File: src/rtl/accum_stim.sv
// accum_stim: burst stimulus generator and self-checker for an external accumulator.
//
// On an accepted start the block issues `count` pseudo-random beats (Galois LFSR,
// values folded into 0..LIMIT), tracks the expected accumulator total in `exp`,
// and compares the returned `acc` one cycle after each accumulator update.
//
// Ports:
//   clk      - clock, rising edge
//   rst_n    - asynchronous active-low reset
//   start    - burst request, sampled only in IDLE
//   count    - beats in the burst, captured with start
//   seed     - LFSR seed, captured with start (zero is replaced by 1)
//   hold     - stalls beat issue while high
//   acc      - accumulator result returned by the accumulator
//   set_val  - registered beat strobe to the accumulator
//   val      - beat value, bits [31:7] always zero
//   busy     - high in RUN and DRAIN
//   done     - one-cycle end-of-burst pulse
//   exp      - expected accumulator value
//   err      - sticky mismatch flag, cleared by the next accepted start
//   err_cnt  - saturating mismatch count, cleared by the next accepted start
module accum_stim #(
    parameter int unsigned LIMIT = 100,
    parameter logic [31:0] POLY  = 32'h80200003
) (
    input  logic        clk,
    input  logic        rst_n,
    input  logic        start,
    input  logic [7:0]  count,
    input  logic [31:0] seed,
    input  logic        hold,
    input  logic [63:0] acc,
    output logic        set_val,
    output logic [31:0] val,
    output logic        busy,
    output logic        done,
    output logic [63:0] exp,
    output logic        err,
    output logic [15:0] err_cnt
);

    localparam logic [1:0] StIdle  = 2'd0;
    localparam logic [1:0] StRun   = 2'd1;
    localparam logic [1:0] StDrain = 2'd2;
    localparam logic [1:0] StDone  = 2'd3;

    localparam logic [6:0] LimP1 = 7'(LIMIT + 1);

    logic [1:0]  state_q, state_d;
    logic [7:0]  rem_q, rem_d;
    logic [31:0] lfsr_q, lfsr_d;
    logic [6:0]  val_q, val_d;
    logic        set_val_q, set_val_d;
    logic [63:0] exp_q, exp_d;
    logic        chk_q, chk_d;
    logic        err_q, err_d;
    logic [15:0] err_cnt_q, err_cnt_d;

    logic [31:0] lfsr_nxt;
    logic [6:0]  r;
    logic [6:0]  val_nxt;

    always_comb begin
        lfsr_nxt = (lfsr_q >> 1) ^ (lfsr_q[0] ? POLY : 32'd0);
        r        = lfsr_nxt[6:0];
        // Fold 0..127 into 0..LIMIT; LIMIT >= 63 makes a single subtraction enough.
        if ({25'd0, r} <= LIMIT) begin
            val_nxt = r;
        end else begin
            val_nxt = r - LimP1;
        end
    end

    always_comb begin
        state_d   = state_q;
        rem_d     = rem_q;
        lfsr_d    = lfsr_q;
        val_d     = val_q;
        set_val_d = 1'b0;
        err_d     = err_q;
        err_cnt_d = err_cnt_q;

        // The accumulator absorbs a beat on the edge after set_val; exp follows on
        // that same edge, and the compare is taken one edge later.
        exp_d = set_val_q ? exp_q + {57'd0, val_q} : exp_q;
        chk_d = set_val_q;

        if (chk_q && (acc != exp_q)) begin
            err_d = 1'b1;
            if (err_cnt_q != 16'hFFFF) begin
                err_cnt_d = err_cnt_q + 16'd1;
            end
        end

        case (state_q)
            StIdle: begin
                if (start) begin
                    rem_d     = count;
                    lfsr_d    = (seed == 32'd0) ? 32'd1 : seed;
                    exp_d     = acc;
                    chk_d     = 1'b0;
                    err_d     = 1'b0;
                    err_cnt_d = 16'd0;
                    state_d   = (count == 8'd0) ? StDone : StRun;
                end
            end
            StRun: begin
                if (!hold) begin
                    lfsr_d    = lfsr_nxt;
                    val_d     = val_nxt;
                    set_val_d = 1'b1;
                    rem_d     = rem_q - 8'd1;
                    if (rem_q == 8'd1) begin
                        state_d = StDrain;
                    end
                end
            end
            StDrain: state_d = StDone;
            StDone:  state_d = StIdle;
            default: state_d = StIdle;
        endcase
    end

    always_ff @(posedge clk or negedge rst_n) begin
        if (!rst_n) begin
            state_q   <= StIdle;
            rem_q     <= 8'd0;
            lfsr_q    <= 32'd1;
            val_q     <= 7'd0;
            set_val_q <= 1'b0;
            exp_q     <= 64'd0;
            chk_q     <= 1'b0;
            err_q     <= 1'b0;
            err_cnt_q <= 16'd0;
        end else begin
            state_q   <= state_d;
            rem_q     <= rem_d;
            lfsr_q    <= lfsr_d;
            val_q     <= val_d;
            set_val_q <= set_val_d;
            exp_q     <= exp_d;
            chk_q     <= chk_d;
            err_q     <= err_d;
            err_cnt_q <= err_cnt_d;
        end
    end

    assign set_val = set_val_q;
    assign val     = {25'd0, val_q};
    assign busy    = (state_q == StRun) || (state_q == StDrain);
    assign done    = (state_q == StDone);
    assign exp     = exp_q;
    assign err     = err_q;
    assign err_cnt = err_cnt_q;

endmodule

File: config.mk
export PLATFORM = sky130hd
export DESIGN_NAME = accum_stim
export DESIGN_NICKNAME = d
export VERILOG_FILES = /design/src/rtl/accum_stim.sv
export SDC_FILE = /design/constraint.sdc
export NUM_CORES = 1
export LEC_CHECK = 0
export CORE_AREA = 2 2 173 175
export DETAILED_ROUTE_END_ITERATION = 6
export DIE_AREA = 0 0 175 177
export HOLD_SLACK_MARGIN = 0.15
export SLEW_MARGIN = 20
export SYNTH_ARGS = -nofsm -noshare
export SYNTH_HDL_FRONTEND = slang
export SYNTH_SLANG_ARGS = --single-unit
File: constraint.sdc
create_clock -name clk -period 7.8 [get_ports clk]
set_clock_uncertainty 0.2 [all_clocks]
set_input_delay 1.56 -clock clk [delete_from_list [all_inputs] [get_ports clk]]
set_output_delay 1.56 -clock clk [all_outputs]
set_load 0.01 [all_outputs]
==> results.yml <==
yosys:
  synthArstFlopShare: 1.00
  synth_cell_types: 60
  synth_edf_count: 0
  ys_seq_area_frac: 0.383
  synth_seq_cells: 132
  avgSynthCellArea_um2: 8.74
  synthesis.area_um2: 8620
  synth_cells: 987
  synth_warnings: 0
  ys_dominant_reg_cell: "dfrtp_1"
pwr:
  power_leakage_uw: 0.00423
  power_switching_uw: 1880
  power.share.sequential: 0.327
  power.internal_uw: 2530
  combPwrFrac: 0.466
  powerDensity_nw_per_um2: 385
  vdd_drop_max_uv: 168
  power_frac_clock: 0.207
  sw_frac_of_total: 0.426
placed_design:
  port_buffers: 198
  place.gp.congestion: 0.893
  dpl_cell_area_um2: 10800
  hpwl_mm: 21.3
  place_ws_ns: 3.36
clocking:
  numCtsBuffers: 17
  post_cts_buffers: 0
  cts_max_path_buffers: 2
  numClockSinks: 132
  clockRootBuffer: "clkbuf_16"
  clock_latency_ns: 0.43
  path_clk_slew_ns: 0.06
  cts_tree: "yes"
  cts_resized: 0
  ctsHoldBuffers: 0
  h-tree-depth: 4
drt:
  drcViolationCount: 0
  vias: 7914
  vias_per_cell: 5.05
  drt_iter0_markers: 539
  first_pass_iters: 5
  wirelength_mm: 28.3
  post_drt_wl_per_cell_um: 18.1
  detail-route-antenna-nets: 0
cells_and_area:
  syn_to_final_growth_pct: 33.1
  fin_area_um2: 11500
  drive_gt1_frac: 0.0511
  fill_cells: 2857
  seq_area_um2: 3300
  nNetsFinal: 1287
  multi_input_area_um2: 4920
timing:
  rsz0062_at_grt: "false"
  final_max_slew_viol_count: 0
  setup-tns-final_ns: 0
  max_freq_mhz: 250
  worst_pin_slew_ns: 0.868
  setup_viol: 0
  finalCritPeriodShare: 0.513
  finalHoldViolations: 0
  fin_crit_ns: 4.00
  worst_slack_ns: 3.80
  slew_headroom: 0.421
worst_setup_path:
  cp-start-kind: "primary input"
  cp_max_fo: 19
  criticalPathCategory: "in -> reg"
  reg2regPathDepth: 10
  crit_required_ns: 7.90
  crit_arrival_ns: 4.10
  cp-end-kind: "flop"
min_path:
  hold_depth: 2
  hp-class: "reg -> reg"
floorplanning:
  die_area_um2: 31000
  core-area_um2: 29200
  die_w_um: 175
  die_h_um: 177
  io_pins: 224
  start_util: 0.295
  rows: 63
global_routing:
  grt_pass1_wl_mm: 43.7
  grt_pass1_vias: 7497
  grt_start_max_net_pins: 88
  overflow: 0
  track_usage: 0.183
  antenna_found_initial: 2
status:
  status: "completed"
run:
  maxCapViolCount: 0
[power groups by stage]
stage          registers [µW]  logic [µW]  clock network (µW)
4_1_cts                  1440        2070                 930
3_5_place_dp             1450        2060                   0
2_1_floorplan            1390        1240                   0
5_1_grt                  1500        2270                 960
6_report                 1440        2060                 914
3_3_place_gp             1440        2030                   0
[flip-flops by register name (all words and copies together), names as in the netlist]
register,flops
rem_q,8
exp,64
state_q,2
val_q,7
chk_q,1
err_cnt,16
lfsr_q,32
err,1
set_val,1
[layout by cell type (no fill, tap or decap), types with 4 or more instances in the layout]
cell type,synthesis,layout
a21oi_1,43,43
a31oi_1,7,7
and2_1,5,4
and3_1,8,8
and4_1,4,4
buf_4,25,6
bufinv_16,0,5
clkbuf_16,0,17
clkdlybuf4s50_1,0,197
clkinv_4,0,4
conb_1,1,25
dfrtp_1,131,131
ha_1,16,15
inv_1,19,19
mux2i_1,44,44
nand2_1,138,137
nand2b_1,11,11
nand3_1,32,32
nand4_1,44,44
nand4_2,5,5
nor2_1,45,45
nor2b_1,4,4
nor3_1,26,26
nor3b_1,6,6
nor4_1,36,36
nor4_2,4,4
o211ai_1,4,4
o21ai_0,98,98
o21ai_1,9,8
or3_1,12,12
or4_1,5,5
xnor2_1,115,115
xor2_1,10,10
[path summary, 6_finish.rpt]
| check | start | endpoint | slack [ns] |
|---|---|---|---|
| min reg2reg | lfsr_q[9] | lfsr_q[9] | 0.28 |
| max in group asynchronous | rst_n | err_cnt[9] | 5.17 |
| max | acc[57] | err_cnt[0] | 3.80 |
| min | lfsr_q[9] | lfsr_q[9] | 0.28 |
| max reg2reg | state_q[1] | lfsr_q[0] | 4.42 |
| min in group asynchronous | rst_n | lfsr_q[10] | 1.01 |
[through the flow]
step / std cells / util / hold WS [ns] / total power (µW)
after detailed placement: 1533 / 0.370 / 0.274 / 3510
final: 1566 / 0.392 / 0.279 / 4410
after global routing: 1566 / 0.392 / 0.314 / 4730
after CTS: 1565 / 0.392 / 0.288 / 4440
after floorplan: 1011 / - / 0.248 / 2630
after global placement: 1533 / 0.370 / 0.263 / 3470
[synthesized netlist by cell type (all sizes together), types with 2 or more instances]
| library cell | number | share of area |
|---|---|---|
| a211oi | 2 | 0.0017 |
| a21o | 2 | 0.0017 |
| a21oi | 43 | 0.025 |
| a31oi | 7 | 0.0051 |
| and2 | 5 | 0.0036 |
| and3 | 9 | 0.0067 |
| and4 | 4 | 0.0041 |
| buf | 36 | 0.029 |
| clkbuf | 36 | 0.020 |
| dfrtp | 131 | 0.38 |
| ha | 16 | 0.023 |
| inv | 19 | 0.0083 |
| mux2i | 44 | 0.051 |
| nand2 | 138 | 0.060 |
| nand2b | 11 | 0.0080 |
| nand3 | 33 | 0.020 |
| nand4 | 49 | 0.039 |
| nand4b | 3 | 0.0030 |
| nor2 | 48 | 0.024 |
| nor2b | 4 | 0.0029 |
| nor3 | 27 | 0.016 |
| nor3b | 6 | 0.0052 |
| nor4 | 40 | 0.032 |
| nor4b | 4 | 0.0048 |
| o211a | 2 | 0.0023 |
| o211ai | 4 | 0.0035 |
| o21ai | 107 | 0.062 |
| o31ai | 2 | 0.0017 |
| or3 | 12 | 0.0087 |
| or4 | 5 | 0.0044 |
| xnor2 | 115 | 0.12 |
| xor2 | 10 | 0.010 |
[critical path: stages]
cell,delay [ns]
clkdlybuf4s50_1,0.45
xnor2_1,0.47
nand4_1,0.20
nor4_1,0.35
and4_1,0.70
nor2_1,0.19
mux2i_1,0.15
[cell families (layout without fill, tap and decap cells)]
kind of cell,Yosys count,count (layout),synth area share
and+or+nand+nor,401,401,0.246
buffers and inverters,92,256,0.0583
adders and majority gates,17,17,0.0255
AOI/OAI and AO/OA,175,175,0.109
other,1,26,0.000435
muxes,44,44,0.0511
xor gates and xnor gates,125,125,0.127
DFF,132,132,0.383
[area by class of cell]
cell class,count,share of cell area
clock buffers,18,0.0374
clock inverters,14,0.0197
diodes,1,0.000218
multi-input cells,787,0.429
well taps,390,0.0425
repair buffers,204,0.177
inverters,20,0.00654
flip-flops and latches,132,0.288
[per-layer routing]
layer	up-vias	global-route usage	wire, µm
li1	3796	-	-
met1	3782	0.235	12200
met2	295	0.291	13000
met3	39	0.0625	2420
met4	2	0.0549	614
met5	-	0	13
Note: power is estimated with default switching activity, not from simulation.
